[src/rtl/ddr5_vr_mon_pkg.sv]
// ============================================================================
// Module : ddr5_vr_mon_pkg
// Brief  : Shared types and constants for the DDR5 VR power-good monitor.
// Rev    : 1.0  initial release
// ============================================================================
`default_nettype none

package ddr5_vr_mon_pkg;

  typedef enum logic [1:0] {
    IDLE    = 2'd0,
    WAIT_PG = 2'd1,
    GOOD    = 2'd2,
    FAULT   = 2'd3
  } vr_state_e;

  localparam int DEF_DEBOUNCE_CNT  = 4;
  localparam int DEF_PWRUP_TIMEOUT = 20000;

  // True when a TMR_W-bit counter can reach the timeout value.
  function automatic bit tmr_w_ok(input int unsigned w, input int unsigned timeout);
    return (64'd1 << w) > 64'(timeout);
  endfunction

endpackage

`default_nettype wire

[src/rtl/ddr5_pwrgd_ch_mon.sv]
// ============================================================================
// Module : ddr5_pwrgd_ch_mon
// Brief  : One VR channel: 2-flop sync, debounce, power-up timer, channel FSM.
// Rev    : 1.0  initial release
// ============================================================================
`default_nettype none

module ddr5_pwrgd_ch_mon
  import ddr5_vr_mon_pkg::*;
#(
  parameter int DEBOUNCE_CNT  = DEF_DEBOUNCE_CNT,
  parameter int PWRUP_TIMEOUT = DEF_PWRUP_TIMEOUT,
  parameter int TMR_W         = 15
) (
  input  logic clk,
  input  logic rst_n,
  input  logic i_vr_ena,
  input  logic i_fault_clr,
  input  logic i_pwrgd_raw,
  output logic o_pwrgd,
  output logic o_fault,
  output logic o_timeout
);

  localparam logic [3:0]       C_DEB_LAST = 4'(DEBOUNCE_CNT);
  localparam logic [TMR_W-1:0] C_TMR_LAST = TMR_W'(PWRUP_TIMEOUT - 1);
  localparam logic [TMR_W-1:0] C_TMR_MAX  = {TMR_W{1'b1}};

  logic             sync1_q, sync2_q;
  logic [3:0]       cnt_q, cnt_d;
  logic             filt_q, filt_d;
  logic [TMR_W-1:0] timer_q, timer_d, timer_inc;
  vr_state_e        state_q, state_d;
  logic             pwrgd_q, pwrgd_d;
  logic             fault_q, fault_d;
  logic             timeout_q, timeout_d;

  always_comb begin
    cnt_d  = cnt_q;
    filt_d = filt_q;
    if (sync2_q == filt_q) begin
      cnt_d = '0;
    end else if (cnt_q + 4'd1 == C_DEB_LAST) begin
      cnt_d  = '0;
      filt_d = sync2_q;
    end else begin
      cnt_d = cnt_q + 4'd1;
    end
  end

  // The FSM reacts to the filtered level in the cycle it flips.
  always_comb begin
    state_d   = state_q;
    timeout_d = timeout_q;
    timer_inc = (timer_q == C_TMR_MAX) ? timer_q : timer_q + 1'b1;
    unique case (state_q)
      IDLE: begin
        if (i_vr_ena && !fault_q) state_d = WAIT_PG;
      end
      WAIT_PG: begin
        if (!i_vr_ena) begin
          state_d = IDLE;
        end else if (filt_d) begin
          state_d = GOOD;
        end else if (timer_q == C_TMR_LAST) begin
          state_d   = FAULT;
          timeout_d = 1'b1;
        end
      end
      GOOD: begin
        if (!i_vr_ena) begin
          state_d = IDLE;
        end else if (!filt_d) begin
          state_d   = FAULT;
          timeout_d = 1'b0;
        end
      end
      FAULT: begin
        if (!i_vr_ena && i_fault_clr) begin
          state_d   = IDLE;
          timeout_d = 1'b0;
        end
      end
      default: state_d = IDLE;
    endcase
    timer_d = (state_q == WAIT_PG && state_d == WAIT_PG) ? timer_inc : '0;
    pwrgd_d = (state_d == GOOD);
    fault_d = (state_d == FAULT);
  end

  always_ff @(posedge clk or negedge rst_n) begin
    if (!rst_n) begin
      sync1_q   <= 1'b0;
      sync2_q   <= 1'b0;
      cnt_q     <= '0;
      filt_q    <= 1'b0;
      timer_q   <= '0;
      state_q   <= IDLE;
      pwrgd_q   <= 1'b0;
      fault_q   <= 1'b0;
      timeout_q <= 1'b0;
    end else begin
      sync1_q   <= i_pwrgd_raw;
      sync2_q   <= sync1_q;
      cnt_q     <= cnt_d;
      filt_q    <= filt_d;
      timer_q   <= timer_d;
      state_q   <= state_d;
      pwrgd_q   <= pwrgd_d;
      fault_q   <= fault_d;
      timeout_q <= timeout_d;
    end
  end

  assign o_pwrgd   = pwrgd_q;
  assign o_fault   = fault_q;
  assign o_timeout = timeout_q;

endmodule

`default_nettype wire

[src/rtl/ddr5_vr_pwrgd_monitor.sv]
// ============================================================================
// Module : ddr5_vr_pwrgd_monitor
// Brief  : Per-MC DRAMPWRGD_DDRIO VR monitor with aggregated fail indication.
// Rev    : 1.0  initial release
// ============================================================================
`default_nettype none

module ddr5_vr_pwrgd_monitor
  import ddr5_vr_mon_pkg::*;
#(
  parameter int MC_SIZE       = 4,
  parameter int DEBOUNCE_CNT  = DEF_DEBOUNCE_CNT,
  parameter int PWRUP_TIMEOUT = DEF_PWRUP_TIMEOUT,
  parameter int TMR_W         = 15
) (
  input  logic               iClk,
  input  logic               iRst_n,
  input  logic               iVrEna,
  input  logic               iFaultClr,
  input  logic [MC_SIZE-1:0] iDramPwrgdRaw,
  output logic [MC_SIZE-1:0] oDramPwrgdDDRIO,
  output logic               oMemPwrGdFail,
  output logic [MC_SIZE-1:0] oChFault,
  output logic [MC_SIZE-1:0] oChTimeout,
  output logic               oAllPwrgd
);

  generate
    if (!tmr_w_ok(TMR_W, PWRUP_TIMEOUT)) begin : g_tmr_w_bad
      $error("TMR_W too narrow for PWRUP_TIMEOUT");
    end
  endgenerate

  logic [MC_SIZE-1:0] ch_pwrgd, ch_fault, ch_timeout;
  logic               fail_q, fail_d;
  logic               all_q, all_d;

  generate
    for (genvar i = 0; i < MC_SIZE; i++) begin : g_ch
      ddr5_pwrgd_ch_mon #(
        .DEBOUNCE_CNT  (DEBOUNCE_CNT),
        .PWRUP_TIMEOUT (PWRUP_TIMEOUT),
        .TMR_W         (TMR_W)
      ) u_ch (
        .clk         (iClk),
        .rst_n       (iRst_n),
        .i_vr_ena    (iVrEna),
        .i_fault_clr (iFaultClr),
        .i_pwrgd_raw (iDramPwrgdRaw[i]),
        .o_pwrgd     (ch_pwrgd[i]),
        .o_fault     (ch_fault[i]),
        .o_timeout   (ch_timeout[i])
      );
    end
  endgenerate

  always_comb begin
    fail_d = |ch_fault;
    all_d  = &ch_pwrgd;
  end

  always_ff @(posedge iClk or negedge iRst_n) begin
    if (!iRst_n) begin
      fail_q <= 1'b0;
      all_q  <= 1'b0;
    end else begin
      fail_q <= fail_d;
      all_q  <= all_d;
    end
  end

  assign oDramPwrgdDDRIO = ch_pwrgd;
  assign oChFault        = ch_fault;
  assign oChTimeout      = ch_timeout;
  assign oMemPwrGdFail   = fail_q;
  assign oAllPwrgd       = all_q;

endmodule

`default_nettype wire

[config.mk]
export PLATFORM = sky130hd
export DESIGN_NAME = ddr5_vr_pwrgd_monitor
export DESIGN_NICKNAME = d
export VERILOG_FILES = /design/src/rtl/ddr5_vr_mon_pkg.sv /design/src/rtl/ddr5_pwrgd_ch_mon.sv /design/src/rtl/ddr5_vr_pwrgd_monitor.sv
export SDC_FILE = /design/constraint.sdc
export NUM_CORES = 1
export LEC_CHECK = 0
export ABC_AREA = 1
export BUFFER_PORTS_ARGS = -buffer_cell sky130_fd_sc_hd__buf_2
export CAP_MARGIN = 10
export CELL_PAD_IN_SITES_DETAIL_PLACEMENT = 1
export CELL_PAD_IN_SITES_GLOBAL_PLACEMENT = 2
export CORE_MARGIN = 2
export CORE_UTILIZATION = 38
export CTS_CLUSTER_SIZE = 20
export DETAILED_ROUTE_END_ITERATION = 8
export HOLD_SLACK_MARGIN = 0.05
export PLACE_DENSITY_LB_ADDON = 0.1
export SLEW_MARGIN = 20
export SYNTH_ARGS = -nofsm -noshare
export SYNTH_HDL_FRONTEND = slang
export SYNTH_SLANG_ARGS = --single-unit
[constraint.sdc]
create_clock -name iClk -period 1.75 [get_ports iClk]
set_input_delay 0 -clock iClk [delete_from_list [all_inputs] [get_ports iClk]]
set_output_delay 0 -clock iClk [all_outputs]
set_load 0.01 [all_outputs]
==> flow_metrics.tcl, run 1 <==
set metrics [dict create \
    clkSinkCount 110 \
    synth-async-reset-ratio_pct 100 \
    critical_path.n_buffers_inverters 0 \
    post_synth_most_frequent_cells "131 x nand2_1, 110 x dfrtp_1, 109 x nor2_1" \
    vias 4719 \
    final_critical_path_setup_slack_ns 0.109 \
    firstDrtPassIters 4 \
    cp_slowest_cell "dfrtp_1" \
    grt_start_max_net_pins 55 \
    synth_sequential_area_ratio_pct 46.6 \
    globalRouteMet3Util_pct 4.16 \
    design_area_sq_mm 0.00695 \
    synth.distinct_cells 37 \
    finalCritPeriodShare_pct 93.8 \
    global_route.peak_usage_layer "met2" \
    report.final.hold_viol_count 0 \
    timing.critical_path.slowest_cell_delay_ns 0.40 \
    die_h_um 129 \
    hold_path_class "in -> reg" \
    combinationalPowerShare_pct 29.9 \
    post-route-min-period_ns 1.64 \
    slew_headroom_pct 74.6 \
    pwr-share-seq_pct 42.7 \
    worst_slew_pin_slew_ns 0.380 \
    grt_util_met2_pct 31.6 \
    status "completed" \
    drt-initial-drc-count 88 \
    setup_slack_placement_ns 0.0198 \
    cts_tree "built" \
    grt-ovfl-total 0 \
    mappedNetlistNets 737 \
    synth.cell_area_sq_mm 0.00591 \
    ir_drop_uv 535 \
    avgSynthCellArea_sq_um 8.24 \
    max_clock_freq_mhz 609 \
    post_synth_main_area_contributors "dfrtp_1 47%, nand2_1 8.3%, nor2_1 6.9%" \
    pwr-share-clk_pct 27.4 \
    nNetsFinal 788 \
    routabilityCongestion 0.810 \
    drive_gt1_share_pct 21.1 \
    cts.htree.levels 3 \
    num_antenna_cells 0 \
    wl_per_cell_um 14.6 \
    io_pins 22 \
    cts.reportedPaths.clkPinSlew_ns 0.07 \
    design.core.area_sq_mm 0.0152 \
    power.static_leakage_nw 3.22 \
    initial_utilization_pct 38.9 \
    totalNegativeSetupSlack_ns 0 \
    grt.total_usage_pct 17.8 \
    dpl_cell_area_sq_mm 0.00627 \
    layout-area-overhead-vs-synth_pct 17.6 \
    first_pass_grt_wire_length_um 23500 \
    max_cap_violations 0 \
    placement_rows 45 \
    viasPerCell 4.92 \
    dominant_cell_type_by_area_after_synthesis "dfrtp_1" \
    synth_enable_flop_cells 0 \
    fillers 1845 \
    synth.most_common_cell "nand2_1" \
    setup_violation_total_in_the_final_timing_report 0 \
    finalWirelength_um 14000 \
    timing.critical_path.from_type "register" \
    die-area_sq_mm 0.0166 \
    report.final.slew_viol_count 0 \
    power.share.switching_pct 35.5 \
    flop_and_latch_count_out_of_synthesis 110 \
    ant_nets 0 \
    fin_cells 960 \
    die_x_um 129 \
    crit_path_end_kind "register" \
    pwr_density_cell_mw_per_mm2 1100 \
    max-clock-path-buffers 2 \
    cts.root.buffer_cell "clkbuf_16" \
    worstSetupPathType "reg -> reg" \
    worst_ep_required_time_ns 2.03 \
    clkLatencyLatePin_ns 0.36 \
    gr-usage-met1_pct 21.8 \
    yosysTopAreaCellShare_pct 46.6 \
    yosysWarningCount 0 \
    report.power.total_mw 7.65 \
    worst_path_dominant_cell_family "simple AND/OR/NAND/NOR gates" \
    grt_pass1_vias 4939 \
    post-place-cells 926 \
    timing.critical_path.fanout_max 7 \
    crit_top_cell "nor2_1" \
    worst_clock_skew_ns 0.00712 \
    antenna_violations_before_repair 0 \
    arrival_time_of_the_worst_setup_path_ns 1.92 \
    cells_along_the_critical_path "ha_2, nand2_2, nor2_4, nand3_1, nor2_1, nor2_2, nand4_2, nor2_1" \
    cts_buffers 9 \
    io_buffer_count 21 \
    gate_count_post_synth 717 \
    internal_power_mw 4.94 \
    synthFlopType "dfrtp_1" \
    dpl.hpwl_um 9970 \
    power.net_switching_mw 2.71 \
    drc_errors 0 \
]
## layer usage
layer / wire (um) / vias to the layer above / part of all wire, %
li1: - / 2372 / -
met1: 6410 / 2305 / 46
met2: 7110 / 28 / 51
met3: 299 / 14 / 2.1
met4: 157 / 0 / 1.1
met5: 0 / - / 0
## cells by family after synthesis
family | count (synthesis) | share of synthesized area (%)
buffers and inverters | 120 | 8.96
xor gates and xnor gates | 33 | 4.89
AOI/OAI and AO/OA | 69 | 6.52
adders and majority gates | 12 | 2.54
and+or+nand+nor | 373 | 30.5
DFF | 110 | 46.6
## stage by stage
step                      utilization [%]  hold slack [ns]
after floorplan                         -           -0.296
after global placement               41.3           -0.160
after detailed placement             41.3           -0.155
after CTS                            43.7            0.206
after global routing                 45.7            0.228
final                                45.7            0.198
## state kept, by name, summed over array words and instances, names as in the netlist
register and flops:
g_ch.u_ch.o_fault 4, oAllPwrgd 1, g_ch.u_ch.cnt_q 16, g_ch.u_ch.state_q 8, g_ch.u_ch.sync1_q 4, g_ch.u_ch.sync2_q 4
g_ch.u_ch.timer_q 60, g_ch.u_ch.filt_q 4, oMemPwrGdFail 1, g_ch.u_ch.o_timeout 4, g_ch.u_ch.o_pwrgd 4
## power groups by stage
stage / Clock, mW / Sequential (mW) / Combinational, mW
after floorplan: 0 / 3.23 / 1.54
after global placement: 0 / 3.29 / 1.92
after detailed placement: 0 / 3.32 / 1.98
after CTS: 2.20 / 3.27 / 2.02
after global routing: 2.30 / 3.34 / 2.62
final: 2.10 / 3.27 / 2.29
## repair_timing
| action | in CTS | in global routing |
|---|---|---|
| buffers inserted | 0 | 10 |
| hold buffers | 6 | 0 |
| pin swaps | 0 | 16 |
| gates resized for setup | 2 | 51 |
| hold endpoints to repair | 114 | 0 |
| cloned | 0 | 3 |
| endpoints found under the setup margin | 2 | 76 |
## worst min-delay path, stage by stage
cell and delay (ns):
buf_2 0.22, nand2_1 0.10, nand2_1 0.10, a21oi_2 0.06
inv_1 0.05
## placed cells by master (no fill, tap or decap), drive strengths merged, types with 2 or more instances in the layout
master and count:
nor3b 2, nor4 4, nor3 22, xnor2 5, o21ai 26, nand2 145
o21a 5, nand3 54, nor2 125, o21bai 2, inv 104, a21oi 33
clkinv 3, buf 48, xor2 28, dlygate4sd3 6, dfrtp 110, nand4 21
clkbuf 10, ha 12
## final timing paths
check | from | endpoint | slack (ns) | cells past startpoint
max | g_ch[0].u_ch.timer_q[0]$_DFFE_PN0P_ | g_ch[0].u_ch.timer_q[12]$_DFFE_PN0P_ | 0.11 | 8
min | iVrEna | g_ch[0].u_ch.state_q[1]$_DFF_PN0_ | 0.20 | 5
max reg2reg | g_ch[0].u_ch.timer_q[0]$_DFFE_PN0P_ | g_ch[0].u_ch.timer_q[12]$_DFFE_PN0P_ | 0.11 | 8
min reg2reg | g_ch[2].u_ch.sync1_q$_DFF_PN0_ | g_ch[2].u_ch.sync2_q$_DFF_PN0_ | 0.35 | 0
max in group asynchronous | iRst_n | g_ch[0].u_ch.timer_q[9]$_DFFE_PN0P_ | 0.82 | 3
min in group asynchronous | iRst_n | g_ch[0].u_ch.timer_q[5]$_DFFE_PN0P_ | 0.21 | 3
## layout make-up
type	instances	area [sq um]	area share, %
sequential	110	2750	39.6
clock buffer	10	239	3.44
tap	188	235	3.39
inverter	103	387	5.56
clock inverter	5	57.6	0.828
multi-input combinational	490	2870	41.3
timing repair buffer	54	408	5.87
Power figures use the tool's default switching activity.
==> run 2: changes to the inputs <==
ABC_AREA = unset   (was 1)
CORE_UTILIZATION = 40   (was 38)
clock period = 1.6 ns   (was 1.75 ns; I/O delays follow)
==> run 2 against run 1 <==
  * The run now ends with setup timing left
  * Worst hold slack got worse by 0.042 ns
  * Via count is 1.0% higher
  * Cell count decreased by 5.9%
  * Sequential share of layout area down 5.5 points
  * Clock skew up 0.0019 ns
  * Fmax is 25% lower
  * Non-clock buffer count grew 134
  * Combinational power is 70% higher
  * Global-route usage is 4.6 points higher
  * Register-to-register slack worse by 0.68 ns
==> flow_metrics.tcl, run 2 <==
set metrics [dict create \
    worst_clock_skew_ns 0.00905 \
    worst_ep_required_time_ns 1.90 \
    report.final.hold_viol_count 0 \
    cts_buffers 9 \
    largest-register "g_ch.u_ch.timer_q" \
    synth-compound-area-share_pct 8.93 \
    max_clock_freq_mhz 460 \
    firstDrtPassIters 4 \
    cells_along_the_critical_path "buf_6, and3b_2, o32ai_4, a21bo_1, o21a_4, inv_4, or4_4, nor2_1" \
    synth.most_common_cell "dfrtp_1" \
    slew_headroom_pct 60.0 \
    die_h_um 120 \
    io_buffer_count 21 \
    totalNegativeSetupSlack_ns -29.17 \
    ir_drop_uv 709 \
    hold_path_class "in -> async" \
    grt-ovfl-total 0 \
    worstReg2RegEnd "g_ch[3].u_ch.timer_q[7]$_DFFE_PN0P_" \
    dpl_cell_area_sq_mm 0.00670 \
    finalCritPeriodShare_pct 136 \
    rsz0062_at_grt "yes" \
    timing.critical_path.from_type "register" \
    final_critical_path_setup_slack_ns -0.574 \
    nNetsFinal 742 \
    design_area_sq_mm 0.00807 \
    viasPerCell 5.28 \
    yosysTopAreaCellShare_pct 50.9 \
    design.core.area_sq_mm 0.0132 \
    synth_top_family_by_area "simple AND/OR/NAND/NOR gates" \
    cts.htree.levels 3 \
    pwr_density_cell_mw_per_mm2 1270 \
    fin_cells 903 \
    clkLatencyLatePin_ns 0.36 \
    power.static_leakage_nw 3.53 \
    setup_violation_total_in_the_final_timing_report 84 \
    die-area_sq_mm 0.0145 \
    max-clock-path-buffers 2 \
    final_common_cell "buf_4" \
    yosysWarningCount 0 \
    arrival_time_of_the_worst_setup_path_ns 2.47 \
    violated_checks "setup timing" \
    synth_enable_flop_cells 0 \
    worstSetupPathType "reg -> reg" \
    status "finished with violations" \
    post_synth_most_frequent_cells "110 x dfrtp_1, 89 x nor2_1, 35 x nand2_1" \
    yosys-mux-area-fraction_pct 1.11 \
    dpl.hpwl_um 10300 \
    drt-initial-drc-count 167 \
    grt_start_max_net_pins 38 \
    share_of_the_core_filled_with_cells_in_the_final_layout_pct 61.0 \
    report.final.slew_viol_count 0 \
    post-route-min-period_ns 2.17 \
    routabilityCongestion 0.763 \
    io_pins 22 \
    wl_per_cell_um 18.4 \
    antenna_violations_before_repair 0 \
    avgSynthCellArea_sq_um 9.82 \
    crit_path_end_kind "register" \
    num_antenna_cells 0 \
    dominant_cell_type_by_area_after_synthesis "dfrtp_1" \
    die_x_um 120 \
    finalWirelength_um 16600 \
    report.power.total_mw 10.3 \
    drive_gt1_share_pct 42.5 \
    flop_and_latch_count_out_of_synthesis 110 \
    clkSinkCount 110 \
    cp_slowest_cell "or4_4" \
    first_pass_grt_wire_length_um 25700 \
    timing.critical_path.fanout_max 7 \
    ant_nets 0 \
    final_cell_mix "125 x buf_4, 106 x dfrtp_1, 52 x nor2_1" \
    timing.critical_path.slowest_cell_delay_ns 0.60 \
    placement_rows 42 \
    critical_path.n_buffers_inverters 2 \
    cts_tree "built" \
    cts.root.buffer_cell "clkbuf_16" \
    grt.total_usage_pct 22.4 \
    fraction_of_synthesized_cell_area_in_xor_and_xnor_cells_pct 8.74 \
    post_synth_main_area_contributors "dfrtp_1 51%, nor2_1 6.2%, xnor2_1 5.0%" \
    synth-adder-area-share_pct 2.78 \
    synth_sequential_area_ratio_pct 50.9 \
    post-place-cells 848 \
    synth-async-reset-ratio_pct 100 \
    initial_utilization_pct 40.9 \
    gate_count_post_synth 551 \
    yosys.area_share.simple_pct 23.5 \
    synth.cell_area_sq_mm 0.00541 \
    layout-area-overhead-vs-synth_pct 49.2 \
    timing.rr.start "g_ch[3].u_ch.cnt_q[1]$_DFF_PN0_" \
    synth.distinct_cells 51 \
    mappedNetlistNets 571 \
    grt_pass1_vias 5222 \
    worst_slew_pin_slew_ns 0.595 \
    vias 4768 \
    synthFlopType "dfrtp_1" \
    max_cap_violations 0 \
    drc_errors 0 \
    flip_flop_count_of_the_largest_register_all_copies_and_words_added 60 \
    worst_path_dominant_cell_family "simple AND/OR/NAND/NOR gates" \
    cts.reportedPaths.clkPinSlew_ns 0.08 \
    reg.largest.list "g_ch.u_ch.timer_q (60), g_ch.u_ch.cnt_q (16), g_ch.u_ch.state_q (8)" \
    setup_slack_on_the_worst_flop_to_flop_path_ns -0.57 \
    rr_worst_depth 8 \
]
[run 2: area by class of cell]
type / instances / area, sq um
inverters: 16 / 72.6
multi-input cells: 397 / 3120
well taps: 176 / 220
clock inverters: 5 / 104
flip-flops and latches: 110 / 2760
clock buffers: 11 / 253
fillers: 1419 / 5170
repair buffers: 188 / 1550
[run 2: timing repair]
action,4_1_cts,5_1_grt
gates cloned,3,2
endpoints found under the setup margin,84,85
endpoints found under the hold margin,92,0
resized for setup,101,74
hold buffers,7,0
pin swaps,31,33
buffers inserted,15,16
[run 2: kinds of logic after synthesis]
kind of cell,Yosys count
simple gates,256
xor+xnor,54
mux,6
buf+inv,45
compound gates,68
fa+ha+maj,12
flops,110
[run 2: per-stage QoR]
step                      setup slack, ns  hold WS [ns]
after CTS                          -0.617         0.171
after detailed placement           -0.614        0.0178
after global placement             -0.504        0.0105
after floorplan                    -0.644        -0.296
after global routing               -0.643         0.190
final                              -0.574         0.156
[run 2: worst reg2reg max path, delay by kind of cell (launching register included)]
kind            cells  cell delay, ns
simple gates        3            0.92
compound gates      3            0.61
flops               1            0.40
buf+inv             2            0.17
[run 2: power breakdown]
| part | leakage [nW] | total [mW] | internal, mW | switching, mW |
|---|---|---|---|---|
| clock network | 0.176 | 2.68 | 1.62 | 1.06 |
| registers | 1.49 | 3.69 | 3.17 | 0.522 |
| logic | 1.87 | 3.89 | 2.00 | 1.89 |
[run 2: worst max-delay path by stage]
stage	cells past startpoint	from	end	slack (ns)
5_1_grt	8	g_ch[3].u_ch.cnt_q[0]$_DFF_PN0_	g_ch[3].u_ch.timer_q[8]$_DFFE_PN0P_	-0.64
2_1_floorplan	10	g_ch[3].u_ch.cnt_q[0]$_DFF_PN0_	g_ch[3].u_ch.timer_q[7]$_DFFE_PN0P_	-0.64
3_5_place_dp	9	g_ch[3].u_ch.cnt_q[1]$_DFF_PN0_	g_ch[3].u_ch.timer_q[14]$_DFFE_PN0P_	-0.61
4_1_cts	8	g_ch[3].u_ch.cnt_q[1]$_DFF_PN0_	g_ch[3].u_ch.timer_q[9]$_DFFE_PN0P_	-0.62
6_report	8	g_ch[3].u_ch.cnt_q[1]$_DFF_PN0_	g_ch[3].u_ch.timer_q[7]$_DFFE_PN0P_	-0.57
3_3_place_gp	9	g_ch[3].u_ch.cnt_q[0]$_DFF_PN0_	g_ch[3].u_ch.timer_q[2]$_DFFE_PN0P_	-0.50
[run 2: per-layer routing]
metal,part of all wire (%),vias up,wire length (um),global-route usage (%)
met1,43,2442,7180,27.2
met3,2.3,18,375,4.53
li1,-,2266,-,-
met4,1.6,0,267,6.98
met2,53,42,8760,40.1
met5,0,-,0,0
==> run 3: changes to the inputs <==
ABC_AREA = 1   (was unset)
CORE_ASPECT_RATIO = 0.7   (was unset)
CORE_UTILIZATION = 38   (was 40)
SKIP_CTS_REPAIR_TIMING = 1   (was unset)
==> run 3 against run 2 <==
  * The flow still finishes with violations (setup timing)
  * Flip-flop and latch count unchanged
  * Core utilization down 11 points
  * Register-to-register slack better by 0.50 ns
  * Global-route usage down 3.7 points
  * Highest routed layer unchanged
  * Via count is 3.0% higher
  * Non-clock buffer count fell by 100
==> flow_metrics.tcl, run 3 (synthesis results as in run 1) <==
set metrics [dict create \
    status "finished with violations" \
    violated_checks "setup timing" \
    max_cap_violations 0 \
    reg.largest.list "g_ch.u_ch.timer_q (60), g_ch.u_ch.cnt_q (16), g_ch.u_ch.state_q (8)" \
    fillers 1796 \
    rsz0062_at_grt "yes" \
    timing.critical_path.from_type "register" \
    pwr-share-seq_pct 40.2 \
    power.share.switching_pct 38.3 \
    final_critical_path_setup_slack_ns -0.0753 \
    die-area_sq_mm 0.0166 \
    layout.area.seq_sq_mm 0.00275 \
    crit_path_end_kind "register" \
    cts.reportedPaths.clkPinSlew_ns 0.08 \
    ir_drop_uv 528 \
    nNetsFinal 822 \
    design.core.area_sq_mm 0.0154 \
    placement_rows 38 \
    first_pass_grt_wire_length_um 24800 \
    critical_path.n_buffers_inverters 2 \
    drt-initial-drc-count 186 \
    cp_slowest_cell "dfrtp_1" \
    combinationalPowerShare_pct 35.2 \
    vias 4911 \
    max_clock_freq_mhz 597 \
    io_buffer_count 21 \
    cts_buffers 9 \
    report.final.slew_viol_count 0 \
    grt.total_usage_pct 18.7 \
    io_pins 22 \
    drc_errors 0 \
    timing.critical_path.slowest_cell_delay_ns 0.38 \
    worst_path_dominant_cell_family "simple AND/OR/NAND/NOR gates" \
    grt_pass1_vias 4992 \
    finalWirelength_um 16100 \
    pwr_density_cell_mw_per_mm2 1160 \
    cells_along_the_critical_path "ha_2, nand2_2, buf_6, nor2_4, nand2_4, nor2_4, nand2_4, nand2_4, inv_2, nand2_1, o21ai_1, nor2_1" \
    dpl.hpwl_um 11000 \
    arrival_time_of_the_worst_setup_path_ns 1.96 \
    share_of_the_core_filled_with_cells_in_the_final_layout_pct 50.2 \
    final_common_cell "dfrtp_1" \
    slew_headroom_pct 64.5 \
    timing.critical_path.fanout_max 5 \
    firstDrtPassIters 4 \
    setup_slack_on_the_worst_flop_to_flop_path_ns -0.08 \
    routabilityCongestion 0.844 \
    worstSetupPathType "reg -> reg" \
    max-clock-path-buffers 2 \
    die_h_um 108 \
    worst_ep_required_time_ns 1.89 \
    layout-area-overhead-vs-synth_pct 30.5 \
    clkSinkCount 110 \
    power.static_leakage_nw 3.47 \
    cts.root.buffer_cell "clkbuf_16" \
    wl_per_cell_um 16.0 \
    cts.htree.levels 3 \
    die_x_um 153 \
    drive_gt1_share_pct 35.7 \
    worst_slew_pin_slew_ns 0.532 \
    final_cell_mix "110 x dfrtp_1, 105 x nand2_1, 86 x inv_1" \
    hold_path_class "in -> async" \
    crit_top_cell "nand2_4" \
    worst_hold_slack_ns 0.158 \
    largest-register "g_ch.u_ch.timer_q" \
    antenna_violations_before_repair 0 \
    worst_clock_skew_ns 0.0111 \
    pwr-share-clk_pct 24.7 \
    finalCritPeriodShare_pct 105 \
    clkLatencyLatePin_ns 0.36 \
    initial_utilization_pct 38.5 \
    internal_power_mw 5.54 \
    multi_input_area_sq_mm 0.00335 \
    viasPerCell 4.88 \
    setup_violation_total_in_the_final_timing_report 39 \
    power.net_switching_mw 3.44 \
    num_antenna_cells 0 \
    cts_tree "built" \
    grt-ovfl-total 0 \
    ant_nets 0 \
    flip_flop_count_of_the_largest_register_all_copies_and_words_added 60 \
    report.final.hold_viol_count 0 \
    post-route-min-period_ns 1.68 \
    grt_start_max_net_pins 38 \
]
run 3: cell type report:
cell class	instances	share of cell area (%)
tap	200	3.25
multi-input combinational	490	43.5
inverter	103	5.11
timing repair buffer	88	8.75
clock buffer	11	3.28
clock inverter	4	0.422
sequential	110	35.7
run 3: metal layers:
metal  track usage [%]  up-vias  share of wire (%)
met1              26.4     2423                 49
met2              29.5       30                 48
li1                  -     2447                  -
met3              4.17       11                2.0
met4              4.56        0                1.2
met5                 0        -                  0
run 3: worst reg2reg max path: cells and delay by family, from the launching register on:
family                     cells  cell delay [ns]
DFF                            1             0.38
adders and majority gates      1             0.22
buffers and inverters          2             0.17
AOI/OAI and AO/OA              1             0.06
and+or+nand+nor                8             0.77
run 3: worst paths after layout:
kind                                                      from                             endpoint  depth (start not counted)
setup / recovery           g_ch[2].u_ch.timer_q[1]$_DFFE_PN0P_  g_ch[2].u_ch.timer_q[3]$_DFFE_PN0P_                         12
hold / removal                                          iRst_n      g_ch[0].u_ch.cnt_q[3]$_DFF_PN0_                          2
setup reg to reg           g_ch[2].u_ch.timer_q[1]$_DFFE_PN0P_  g_ch[2].u_ch.timer_q[3]$_DFFE_PN0P_                         12
hold reg to reg                 g_ch[0].u_ch.sync1_q$_DFF_PN0_       g_ch[0].u_ch.sync2_q$_DFF_PN0_                          0
max in group asynchronous                               iRst_n      g_ch[2].u_ch.cnt_q[1]$_DFF_PN0_                          3
min in group iClk                                    iFaultClr       g_ch[1].u_ch.o_pwrgd$_DFF_PN0_                          7
run 3: power by group through the flow:
stage | Sequential [mW] | Combinational (mW) | Clock (mW)
2_1_floorplan | 3.54 | 1.68 | 0
5_1_grt | 3.67 | 3.55 | 2.40
6_report | 3.61 | 3.16 | 2.22
4_1_cts | 3.58 | 2.24 | 2.31
3_5_place_dp | 3.63 | 2.23 | 0
3_3_place_gp | 3.59 | 2.14 | 0
run 3: stage by stage:
| stage | total power, mW | worst slack (ns) | std cells | cell area (sq um) | TNS, ns |
|---|---|---|---|---|---|
| global placement | 5.74 | -0.0341 | 966 | 6490 | -0.573 |
| floorplan | 5.22 | 0.0408 | 717 | 5910 | 0 |
| CTS | 8.13 | -0.164 | 981 | 6770 | -6.34 |
| finish | 8.98 | -0.0753 | 1006 | 7710 | -1.14 |
| detailed placement | 5.86 | -0.153 | 966 | 6490 | -4.75 |
| global route | 9.63 | -0.172 | 1006 | 7710 | -8.36 |
